## src/rtl/mc_ctrl.sv

```systemverilog
// mc_ctrl: multi-cycle control unit and program sequencer for the 16-bit datapath
module mc_ctrl (
  input  logic        clk,
  input  logic        rst_n,
  input  logic [15:0] mem_rdata,
  input  logic        mem_ready,
  input  logic [15:0] alu_z,
  input  logic        alu_c_n,
  input  logic        alu_c_n_minus_1,
  output logic [15:0] pc,
  output logic [15:0] ir,
  output logic        mem_req,
  output logic        mem_we,
  output logic [15:0] mem_addr,
  output logic [2:0]  alu_fnsel,
  output logic        alu_srcb,
  output logic [15:0] imm16,
  output logic [3:0]  rf_ra,
  output logic [3:0]  rf_rb,
  output logic [3:0]  rf_wa,
  output logic        rf_we,
  output logic [15:0] rf_wdata,
  output logic [2:0]  flags,
  output logic        halted,
  output logic        illegal
);
  typedef enum logic [2:0] {FETCH, DECODE, EXEC, MEM, WB, HLT} state_t;
  state_t state, state_nx;
  logic run;
  logic [15:0] alu_out, mdr;
  logic [3:0] op;
  logic [15:0] simm8;
  logic is_br, is_mem, arith, logic_op, bad, taken;
  logic [2:0] fn;
  assign op       = ir[15:12];
  assign imm16    = {{12{ir[3]}}, ir[3:0]};
  assign simm8    = {{8{ir[7]}}, ir[7:0]};
  assign rf_ra    = ir[7:4];
  assign rf_rb    = op == 4'h8 ? ir[11:8] : ir[3:0];
  assign rf_wa    = ir[11:8];
  assign rf_wdata = op == 4'h7 ? mdr : alu_out;
  assign is_br    = op == 4'h9 || op == 4'hA || op == 4'hB;
  assign is_mem   = op == 4'h7 || op == 4'h8;
  assign arith    = op == 4'h0 || op == 4'h1 || op == 4'h6;
  assign logic_op = op >= 4'h2 && op <= 4'h5;
  assign bad      = op >= 4'hC && op <= 4'hE;
  assign taken    = op == 4'h9 ? flags[1] : op == 4'hA ? flags[0] : op == 4'hB;
  assign fn       = op <= 4'h3 ? op[2:0] : op == 4'h4 ? 3'd5 : op == 4'h5 ? 3'd6 : 3'd0;
  // state register; run holds off the first request until one edge after reset release
  always_ff @(posedge clk or negedge rst_n) begin
    if (!rst_n) state <= FETCH;
    else state <= state_nx;
  end
  // next-state and strobes
  always_comb begin
    state_nx  = state;
    mem_req   = 1'b0;
    mem_we    = 1'b0;
    mem_addr  = pc;
    alu_fnsel = 3'd6;
    alu_srcb  = 1'b0;
    rf_we     = 1'b0;
    halted    = 1'b0;
    case (state)
      FETCH: begin
        mem_req  = run;
        state_nx = run && mem_ready ? DECODE : FETCH;
      end
      DECODE: state_nx = op == 4'hF || bad ? HLT : EXEC;
      EXEC: begin
        alu_fnsel = fn;
        alu_srcb  = op == 4'h6 || is_mem;
        state_nx  = is_br ? FETCH : is_mem ? MEM : WB;
      end
      MEM: begin
        mem_req  = 1'b1;
        mem_we   = op == 4'h8;
        mem_addr = alu_out;
        state_nx = !mem_ready ? MEM : op == 4'h7 ? WB : FETCH;
      end
      WB: begin
        rf_we    = 1'b1;
        state_nx = FETCH;
      end
      default: halted = 1'b1;
    endcase
  end
  // pc, ir, result/data registers and flags
  always_ff @(posedge clk or negedge rst_n) begin
    if (!rst_n) begin
      run     <= 1'b0;
      pc      <= 16'd0;
      ir      <= 16'd0;
      alu_out <= 16'd0;
      mdr     <= 16'd0;
      flags   <= 3'd0;
      illegal <= 1'b0;
    end else begin
      run <= 1'b1;
      if (state == FETCH && run && mem_ready) begin
        ir <= mem_rdata;
        pc <= pc + 16'd1;
      end
      if (state == DECODE && bad) illegal <= 1'b1;
      if (state == EXEC) begin
        alu_out <= alu_z;
        if (taken) pc <= pc + simm8;
        if (arith) flags <= {alu_c_n ^ alu_c_n_minus_1, alu_z == 16'd0, alu_c_n};
        else if (logic_op) flags[1] <= alu_z == 16'd0;
      end
      if (state == MEM && mem_ready && op == 4'h7) mdr <= mem_rdata;
    end
  end
endmodule

```

## config.mk

```make
export PLATFORM = sky130hd
export DESIGN_NAME = mc_ctrl
export DESIGN_NICKNAME = d
export VERILOG_FILES = /design/src/rtl/mc_ctrl.sv
export SDC_FILE = /design/constraint.sdc
export NUM_CORES = 1
export LEC_CHECK = 0
export CELL_PAD_IN_SITES_DETAIL_PLACEMENT = 1
export CELL_PAD_IN_SITES_GLOBAL_PLACEMENT = 1
export CORE_UTILIZATION = 35
export DETAILED_ROUTE_END_ITERATION = 7
export GPL_TIMING_DRIVEN = 0
export PLACE_DENSITY = 0.79
export SYNTH_ARGS = -nofsm -noshare
export SYNTH_HDL_FRONTEND = slang
export SYNTH_SLANG_ARGS = --single-unit
```

## constraint.sdc

```tcl
create_clock -name clk -period 2.9 [get_ports clk]
set_input_delay 0.725 -clock clk [delete_from_list [all_inputs] [get_ports clk]]
set_output_delay 0.725 -clock clk [all_outputs]
set_load 0.03 [all_outputs]
```

[Word-level counts from Yosys, hierarchy flattened]
Cells that the tools add are included.
Widths: inputs -> output; s select.
Cells by class
  reduce and logical (&&, ||, !) cells: 23
  order comparisons: 5
  mux-type cells: 26
  equal/unequal tests: 14
  $add $sub $neg: 2
  bitwise gates (word level): 1
Operator list (number)
  $mux 16: 5
  $mux 3: 9
  $eq 4x4->1 const B: 5
  $add 16x1->16 const B: 1
  $add 16x16->16: 1
  $eq 4x3->1 const B: 4
  $logic_not 16->1: 1
  $pmux 3 s5: 1
  $mux 1: 9
  $logic_and 1x1->1: 8
  $logic_or 1x1->1: 7
  $eq 3x2->1 const B: 2
  $reduce_bool 5->1: 1
  $reduce_or 5->1: 1
  $eq 4x1->1 const B: 1
  $ge 4x2->1 const B: 1
  $ge 4x4->1 const B: 1
  $le 4x2->1 const B: 1
  $le 4x3->1 const B: 1
  $le 4x4->1 const B: 1
  $logic_not 4->1: 1
  $mux 4: 1
  $reduce_and 2->1: 2
  $eq 3x1->1 const B: 1
  5 further kinds: 5
Word-level totals
  input bits: 37
  logic and storage cells: 80
  output and inout bits: 104
  flip-flop bits (word level): 72

[Longest topological paths before layout]
  depth in word-level cells: 6
  gate-level depth with buffers: 8
  depth with buffers taken out: 8

[Worst setup path after synthesis]
No wires, ideal clock.
  path type: flip-flop to output port
  from: reg state[2]
  to: out mem_we
  stages on the path, launching flop included: 6
  path buffers: 3
  path slack: 121 ps
  required time: 2175 ps
  arrival: 2054 ps
  path through: dfrtp_1 > buf_2 > nand3b_1 > buf_2 > buf_2 > nor4_1
On the way
  longest elaborated chain between the ends: 2
RTL lines
  start, declared: RTL line 28  | state_t state, state_nx;
  start signal, assigned: RTL line 52  | else state <= state_nx;
  $eq 3x2->1: RTL line 64  | case (state)
  $mux 1: RTL line 64
  end, declared: RTL line 13  | output logic mem_we,
No other way between the ends.

[Final worst setup path]
  from: reg state[2]
  to: out mem_addr[7]
On the way
  longest elaborated chain between the ends: 2
RTL lines
  $eq 3x2->1: RTL line 64
  $mux 16: RTL line 64
  end, declared: RTL line 14  | output logic [15:0] mem_addr,
No other way between the ends.

==> out/results.tsv <==
stage	metric	value	unit
logic_synthesis	ys_warn_count	0	
grt	grt_max_degree	46	
worst_setup_path	cpMaxStageDelayCell	dfrtp_1	
logic_synthesis	synth_mux_area_share	13.1	%
floorplan	ios	141	
worst_setup_path	required	2.17	ns
logic_synthesis	yosysTopAreaCellShare	39.0	%
worst_setup_path	cp.arrival	2.11	ns
worst_setup_path	cpMostUsedCell	buf_6	
cts	cts_tree	built	
timing	tightest_slew	0.575	ns
logic_synthesis	syn_avg_cell_area	9.12	um^2
placement	dp_hpwl	12000	um
worst_setup_path	cpPeakStageDelay	0.40	ns
pwr	p_per_area	345	nW/um^2
logic_synthesis	synth-edff-count	0	
final_layout	diodes	0	
final_layout	synthToLayoutAreaGrowth	42.7	%
timing	slew_viol_final	0	
cts	numCtsBuffers	9	
logic_synthesis	syn-cell-area	4620	um^2
worst_setup_path	path_cells	buf_4 -> nand3b_1 -> buf_6 -> buf_6 -> mux2_2 -> clkdlybuf4s15_2	
placement	place_congestion	0.798	
logic_synthesis	synthTopCellsByCount	nand2_1, dfrtp_1, mux2_2	
cts	cts_sinks	72	
placement	dp_slack	-0.607	ns
placement	io_buffers	140	
timing	final-hold-violation-count	0	
floorplan	die_w	117	um
job	drv_cap	0	
cts	clk_latency	0.34	ns
cts	cts_buffer_depth	2	
cts	htreeDepth	3	
timing	fin_ws	0.0647	ns
grt	grt_overflow_total	0	
logic_synthesis	synthTopCellsByArea	dfrtp_1, mux2_2, nand2_1	
final_layout	drive_gt1_share	23.5	%
timing	fmax	353	MHz
route	drc	0	
final_layout	final_util	51.8	%
route	drtIter0Drc	203	
worst_setup_path	path_class	register to output port	
logic_synthesis	yosysMostFrequentCell	nand2_1	
logic_synthesis	synth-seq-area-share	39.0	%
logic_synthesis	synth_cell_type_count	52	
logic_synthesis	synthArstFlopShare	100	%
floorplan	start_util	36.3	%
worst_setup_path	cp-end-kind	output port	
grt	grt_use_total	24.7	%
floorplan	die_h	117	um
route	wl_per_cell	18.9	um
final_layout	final_nets	717	
logic_synthesis	syn_inst	507	
pwr	max-vdd-ir-drop	200	uV
logic_synthesis	synth_top_family_by_area	simple AND/OR/NAND/NOR gates	
floorplan	core_area	12700	um^2
pwr	design_power_total	2.28	mW
grt	grt_first_pass_wirelength	25000	um
timing	fin_skew	0.00751	ns
pwr	p_leak	2.98	nW
grt	grt_antenna_before_repair	0	
worst_setup_path	critPathLaunchType	register	
logic_synthesis	synthAdderAreaFrac	4.76	%
logic_synthesis	synthSimpleGateAreaFrac	22.0	%
floorplan	rows	41	
route	drt_first_pass_iters	4	
logic_synthesis	synth-xor-area-share	4.74	%
cts	path_clk_slew	0.06	ns
logic_synthesis	synth_flop_cell	dfrtp_1	
cts	clockRootBuffer	clkbuf_16	
logic_synthesis	synth_compound_area_share	9.31	%
route	drt-total-wl	15900	um
route	vias	4286	
route	final_antenna_net_count	0	
hold_path	hp-class	input pin to asynchronous set/reset pin	
timing	grt_setup_unrepaired	false	
logic_synthesis	ys_ff_latch	72	
status	outcome	completed	
logic_synthesis	syn_nets	561	
timing	final-setup-viol-count	0	
timing	slew_headroom	61.6	%
route	routed_via_density	5.10	
logic_synthesis	yosys.area.top_type	dfrtp_1	
timing	min_period	2.84	ns
grt	grt_pass1_vias	4665	
timing	timing.final.crit_share	97.8	%
floorplan	fp.dieArea	13700	um^2
cts	ctsHoldBuffers	0	
worst_setup_path	path_max_fanout	10	
-- metal layers --
metal / track usage (%) / part of all wire, % / vias to the layer above
li1: - / - / 2039
met1: 31.1 / 43 / 2130
met2: 44.3 / 52 / 97
met3: 2.83 / 3.1 / 20
met4: 7.76 / 1.9 / 0
met5: 0 / 0 / -
-- cell usage in the layout, fill, tap and decap left out, types with 4 or more instances in the layout --
cell type,n
nand2_1,127
clkdlybuf4s50_1,98
dfrtp_1,71
mux2_2,51
buf_4,33
nor2_1,27
a21oi_1,24
o21ai_0,20
ha_1,16
xnor2_1,15
clkbuf_2,14
dlygate4sd2_1,14
nand3_1,10
xor2_1,10
a21o_1,9
clkbuf_16,9
clkdlybuf4s15_2,9
buf_2,7
clkbuf_1,6
inv_1,6
nand4_1,6
buf_6,5
clkbuf_4,4
nor3_1,4
and3_1,4
o211ai_1,4
nor4_1,4
-- logic make-up after synthesis --
kind of cell / count (synthesis)
flip-flops: 72
XOR/XNOR: 25
AND/OR/NAND/NOR: 214
AO/OA/AOI/OAI: 71
multiplexers: 54
other: 1
adder cells (fa/ha/maj): 17
buffers and inverters: 53
-- critical path: cells and delay by family (launching register included) --
kind / cells / cell delay, ns
buffers and inverters: 4 / 0.85
DFF: 1 / 0.40
muxes: 1 / 0.37
and+or+nand+nor: 1 / 0.14
-- worst paths after layout --
| check | startpoint | slack, ns | endpoint | cells past startpoint |
|---|---|---|---|---|
| max in group asynchronous | rst_n | 2.01 | ir[14]$_DFFE_PN0P_ | 2 |
| min reg2reg | illegal$_DFFE_PN0P_ | 0.50 | illegal$_DFFE_PN0P_ | 1 |
| max | state[2]$_DFFE_PN0N_ | 0.06 | mem_addr[7] | 6 |
| max reg2reg | pc[0]$_DFF_PN0_ | 0.31 | pc[8]$_DFF_PN0_ | 8 |
| min in group clk | illegal$_DFFE_PN0P_ | 0.50 | illegal$_DFFE_PN0P_ | 1 |
| min | rst_n | 0.32 | flags[0]$_DFFE_PN0P_ | 1 |
-- repair_timing --
| item | in CTS | in global routing |
|---|---|---|
| setup buffers | 2 | 3 |
| pin swaps | 1 | 1 |
| endpoints found under the setup margin | 41 | 25 |
| resized for setup | 89 | 36 |
-- through the flow --
step	area (um^2)	cells	TNS [ns]	hold WS, ns
4_1_cts	6620	837	0	0.323
3_3_place_gp	6240	819	-116.37	0.464
2_1_floorplan	4620	507	0	0.429
6_report	6590	840	0	0.316
5_1_grt	6590	840	0	0.346
3_5_place_dp	6260	820	-10.52	0.477
-- state kept, by name (all words and copies together), names as in the netlist --
signal	cells
state	3
alu_out	16
illegal	1
mdr	16
flags	3
run	1
pc	16
ir	16
-- final cells by class --
cell class,instances,area [um^2]
clock buffers,13,260
multi-input cells,382,2530
flip-flops and latches,72,1800
plain buffers,46,337
well taps,172,215
repair buffers,146,1390
inverters,6,22.5
fillers,1530,6130
clock inverters,3,40.0
-- where the power goes --
group | internal (mW) | switching, mW | total [mW] | leakage [nW]
clock | 0.711 | 0.434 | 1.15 | 0.150
sequential | 1.02 | 0.00767 | 1.03 | 0.827
combinational | 0.0587 | 0.0469 | 0.106 | 2.00
No activity file was read; power rests on OpenSTA's default activity.
